`src/rtl/alu_uart_master.sv`:
```
// Sends operand A, operand B and opcode as bytes over a UART FIFO pair, waits for the result byte.
// Optional response timeout: define ALU_UART_MASTER_TIMEOUT_EN.
module alu_uart_master #(
   parameter int BUS_SIZE       = 8,
   parameter int OP_SIZE        = 6,
   parameter int TIMEOUT_CYCLES = 50000
) (
   input  logic                clk,
   input  logic                reset,
   input  logic                i_start,
   input  logic [BUS_SIZE-1:0] i_op_a,
   input  logic [BUS_SIZE-1:0] i_op_b,
   input  logic [OP_SIZE-1:0]  i_op_code,
   output logic [BUS_SIZE-1:0] o_tx_data,
   output logic                o_wr,
   input  logic                i_tx_full,
   input  logic [BUS_SIZE-1:0] i_rx_data,
   input  logic                i_rx_empty,
   output logic                o_rd,
   output logic                o_busy,
   output logic [BUS_SIZE-1:0] o_result,
   output logic                o_done,
   output logic                o_timeout
);

   typedef enum logic [2:0] {
      IDLE, SEND_A, SEND_B, SEND_OP, WAIT_RES, DONE
   } state_t;

   state_t state, state_next;

   logic [BUS_SIZE-1:0] op_a, op_b;
   logic [OP_SIZE-1:0]  op_code;
   logic                time_up;

`ifdef ALU_UART_MASTER_TIMEOUT_EN
   logic [15:0] tmo_cnt;

   assign time_up = (state == WAIT_RES) && i_rx_empty &&
                    (tmo_cnt == 16'(TIMEOUT_CYCLES - 1));

   always_ff @(posedge clk or posedge reset) begin
      if (reset) begin
         tmo_cnt <= '0;
      end else if (state == SEND_OP && !i_tx_full) begin
         tmo_cnt <= '0;
      end else if (state == WAIT_RES && i_rx_empty) begin
         tmo_cnt <= tmo_cnt + 16'd1;
      end
   end
`else
   logic unused_tmo;

   assign unused_tmo = ^16'(TIMEOUT_CYCLES);
   assign time_up    = 1'b0;
`endif

   always_ff @(posedge clk or posedge reset) begin
      if (reset) begin
         state     <= IDLE;
         op_a      <= '0;
         op_b      <= '0;
         op_code   <= '0;
         o_result  <= '0;
         o_timeout <= 1'b0;
      end else begin
         state <= state_next;
         if (state == IDLE && i_start) begin
            op_a    <= i_op_a;
            op_b    <= i_op_b;
            op_code <= i_op_code;
         end
         // A byte present on the limit cycle takes priority over the timeout
         if (o_rd) begin
            o_result  <= i_rx_data;
            o_timeout <= 1'b0;
         end else if (time_up) begin
            o_timeout <= 1'b1;
         end
      end
   end

   always_comb begin
      state_next = state;
      o_tx_data  = '0;
      o_wr       = 1'b0;
      o_rd       = 1'b0;
      o_done     = 1'b0;
      o_busy     = 1'b1;
      case (state)
         IDLE: begin
            o_busy = 1'b0;
            if (i_start) state_next = SEND_A;
         end
         SEND_A: begin
            o_tx_data = op_a;
            o_wr      = ~i_tx_full;
            if (!i_tx_full) state_next = SEND_B;
         end
         SEND_B: begin
            o_tx_data = op_b;
            o_wr      = ~i_tx_full;
            if (!i_tx_full) state_next = SEND_OP;
         end
         SEND_OP: begin
            o_tx_data = BUS_SIZE'(op_code);
            o_wr      = ~i_tx_full;
            if (!i_tx_full) state_next = WAIT_RES;
         end
         WAIT_RES: begin
            o_rd = ~i_rx_empty;
            if (!i_rx_empty || time_up) state_next = DONE;
         end
         DONE: begin
            o_done     = 1'b1;
            state_next = IDLE;
         end
         default: state_next = IDLE;
      endcase
   end

endmodule

```
`config.mk`:
```
export PLATFORM = sky130hd
export DESIGN_NAME = alu_uart_master
export DESIGN_NICKNAME = d
export VERILOG_FILES = /design/src/rtl/alu_uart_master.sv
export SDC_FILE = /design/constraint.sdc
export NUM_CORES = 1
export LEC_CHECK = 0
export CORE_ASPECT_RATIO = 1.2
export CORE_UTILIZATION = 40
export DETAILED_ROUTE_END_ITERATION = 12
export PLACE_DENSITY_LB_ADDON = 0.15
export SLEW_MARGIN = 30
export SYNTH_ARGS = -nofsm -noshare
export SYNTH_HDL_FRONTEND = slang
export SYNTH_SLANG_ARGS = --single-unit
```
`constraint.sdc`:
```
create_clock -name clk -period 1.5 [get_ports clk]
set_input_delay 0.375 -clock clk [delete_from_list [all_inputs] [get_ports clk]]
set_output_delay 0.375 -clock clk [all_outputs]
set_load 0.005 [all_outputs]
```
==> results_dict.tcl <==
set metrics [dict create \
    synth.most_common_cell "dfrtp_1" \
    powerDensity_mw_per_mm2 2112 \
    boundaryPins 56 \
    reg2reg_from "state[1]" \
    io_buffer_count 54 \
    dp_hpwl_mm 2.519 \
    coreArea_sq_mm 0.003664 \
    maxSlewViolCount 0 \
    ir_drop_mv 1.148 \
    first_pass_iters 4 \
    synth_seq_area_share 0.5353 \
    cp_max_fo 6 \
    grt_start_max_net_pins 34 \
    drt_drc_violations_left 0 \
    gp_congestion 0.7800 \
    syn_to_final_growth_pct 78.99 \
    numCtsBuffers 5 \
    die-area_sq_mm 0.004110 \
    p_int_w 0.003919 \
    nNetsFinal 238 \
    reg2reg_to "op_b[1]" \
    finalCritPeriodShare 1.247 \
    hold_buffers 0 \
    final_cells 256 \
    p_seq_frac 0.286 \
    switching_power_w 0.001914 \
    r2r_cells 8 \
    wl_mm 4.350 \
    syn_area_sq_mm 0.001543 \
    cp-end-kind "register" \
    finalCriticalPeriod_ns 1.871 \
    violations "setup timing" \
    hp-class "in -> async" \
    via_per_inst 4.969 \
    synth_edf_count 0 \
    antenna_found_initial 0 \
    critPathArrivalTime_ns 2.05 \
    finalHoldViolations 0 \
    ant_nets 0 \
    drive_above_1_share 0.5294 \
    netlist_top_cells_area "dfrtp_1 (54%), mux2_2 (21%), mux2i_1 (3.9%)" \
    post-place-ws_ns -0.5709 \
    switching_share 0.3281 \
    fin_skew_ns 0.003508 \
    gr-usage-all-layers 0.2294 \
    finalSetupViolCount 43 \
    ys_ff_latch 33 \
    fmax_mhz 534.4 \
    p_clk_frac 0.126 \
    grt-ovfl-total 0 \
    path_clk_slew_ns 0.07 \
    vias 1272 \
    dr.first_iter.drc_count 41 \
    rsz0062_at_grt "true" \
    die_y_um 70.03 \
    cts_tree "yes" \
    synth_top_area_frac 0.5353 \
    startpoint_type "register" \
    synth_commonest_cells "dfrtp_1 (33), mux2_2 (29), a21oi_1 (7), a211oi_1 (6), mux2i_1 (6)" \
    reg2reg_slack_ns -0.37 \
    yosys.area.top_type "dfrtp_1" \
    cts.path.max_buffers 2 \
    required_ns 1.68 \
    dp_cells 232 \
    async_reset_ff_frac 1.000 \
    status "finished with violations" \
    root_buffer "clkbuf_8" \
    combPwrFrac 0.588 \
    yosysWarnings 0 \
    htreeDepth 2 \
    syn_inst 117 \
    synth_area_per_cell_sq_um 13.19 \
    wl_per_cell_um 16.99 \
    synth_cell_types 28 \
    ys.flop_type "dfrtp_1" \
    fin_ws_ns -0.3712 \
    row_count 24 \
    grt_pass1_wl_mm 6.858 \
    nFillCells 250 \
    cts_sinks 33 \
    die_w_um 58.69 \
    clkLatencyLatePin_ns 0.29 \
    initial_core_util 0.4211 \
    antennaDiodeCount 0 \
    cap_viol_max_count 0 \
    synth.net_count 152 \
    cellLeakagePower_nw 1.257 \
    crit_type "reg -> reg" \
    holdWs_ns 0.4296 \
    grt_pass1_vias 1398 \
]
[routing by layer]
layer / track usage / wire length [um]
met1: 0.2787 / 1723
met2: 0.3768 / 2298
met3: 0.06667 / 213
met4: 0.09259 / 114
met5: 0 / 0
[flip-flops by register name, summed over array words and instances, names as in the netlist]
| register | count |
|---|---|
| o_result | 8 |
| op_a | 8 |
| op_b | 8 |
| op_code | 6 |
| state | 3 |
[power by group through the flow]
stage | sequential [W] | clock (W) | combinational [W]
floorplan | 0.00158 | 0 | 0.00123
global placement | 0.00157 | 0 | 0.00230
detailed placement | 0.00160 | 0 | 0.00237
CTS | 0.00163 | 0.000750 | 0.00305
global route | 0.00172 | 0.000799 | 0.00364
finish | 0.00167 | 0.000733 | 0.00343
[layout make-up]
type	count	area (sq um)	area share
inverter	3	11.26	0.004078
timing repair buffer	87	885.9	0.3208
multi-input combinational	73	870.8	0.3154
sequential	33	827.0	0.2995
clock buffer	7	96.34	0.03489
clock inverter	1	5.005	0.001812
tap	52	65.06	0.02356
[critical path, stage by stage (launching register included)]
cell and delay (ns):
dfrtp_2 0.44, buf_12 0.15, buf_12 0.13, buf_16 0.12, buf_6 0.11, nor3_4 0.22
buf_6 0.15, buf_8 0.13, mux2_4 0.30
[worst max path at each step]
stage	from	slack, ns	end	cells past startpoint
global route	state[1]	-0.42	op_a[3]	8
CTS	state[1]	-0.37	o_tx_data[6]	5
finish	state[1]	-0.37	op_b[1]	8
detailed placement	i_rx_empty	-0.57	o_rd	4
floorplan	state[0]	0.05	o_tx_data[3]	4
global placement	i_rx_empty	-0.57	o_rd	4
[cell families (layout without fill, tap and decap cells)]
group | Yosys count | in the layout | share of synthesized area
buf+inv | 11 | 98 | 0.04784
compound gates | 19 | 19 | 0.07704
mux | 36 | 36 | 0.2579
simple gates | 17 | 17 | 0.07948
other cells | 1 | 1 | 0.002431
flops | 33 | 33 | 0.5353
[cells in the final DEF, fill, tap and decap left out, types with 2 or more instances in the layout]
master | synthesis | layout
a211oi_1 | 6 | 2
a211oi_2 | 0 | 4
a21oi_2 | 0 | 2
a21oi_4 | 0 | 4
a22oi_2 | 0 | 2
buf_12 | 0 | 5
buf_16 | 0 | 3
buf_2 | 2 | 12
buf_4 | 2 | 15
buf_6 | 3 | 8
buf_8 | 0 | 2
clkbuf_8 | 0 | 7
clkdlybuf4s50_1 | 0 | 34
dfrtp_1 | 33 | 32
dlygate4sd2_1 | 0 | 8
inv_1 | 2 | 2
mux2_4 | 0 | 30
mux2i_1 | 6 | 5
nand2b_4 | 1 | 2
nor2_1 | 4 | 2
nor3_4 | 2 | 2
o21ai_0 | 3 | 3
[timing repair]
| item | 4_1_cts | 5_1_grt |
|---|---|---|
| cloned | 5 | 0 |
| pin swaps | 13 | 13 |
| resized for setup | 110 | 21 |
| buffers inserted | 10 | 4 |
| endpoints found under the setup margin | 51 | 43 |
[stage by stage]
step	TNS, ns	power (W)	area (sq um)	utilization
CTS	-8.862	0.005426	2641	0.7210
global placement	-12.47	0.003872	2238	0.6110
finish	-12.44	0.005833	2761	0.7538
floorplan	0	0.002804	1543	-
detailed placement	-12.68	0.003976	2238	0.6110
global route	-14.43	0.006152	2761	0.7538
Note: power is estimated with default switching activity, not from simulation.
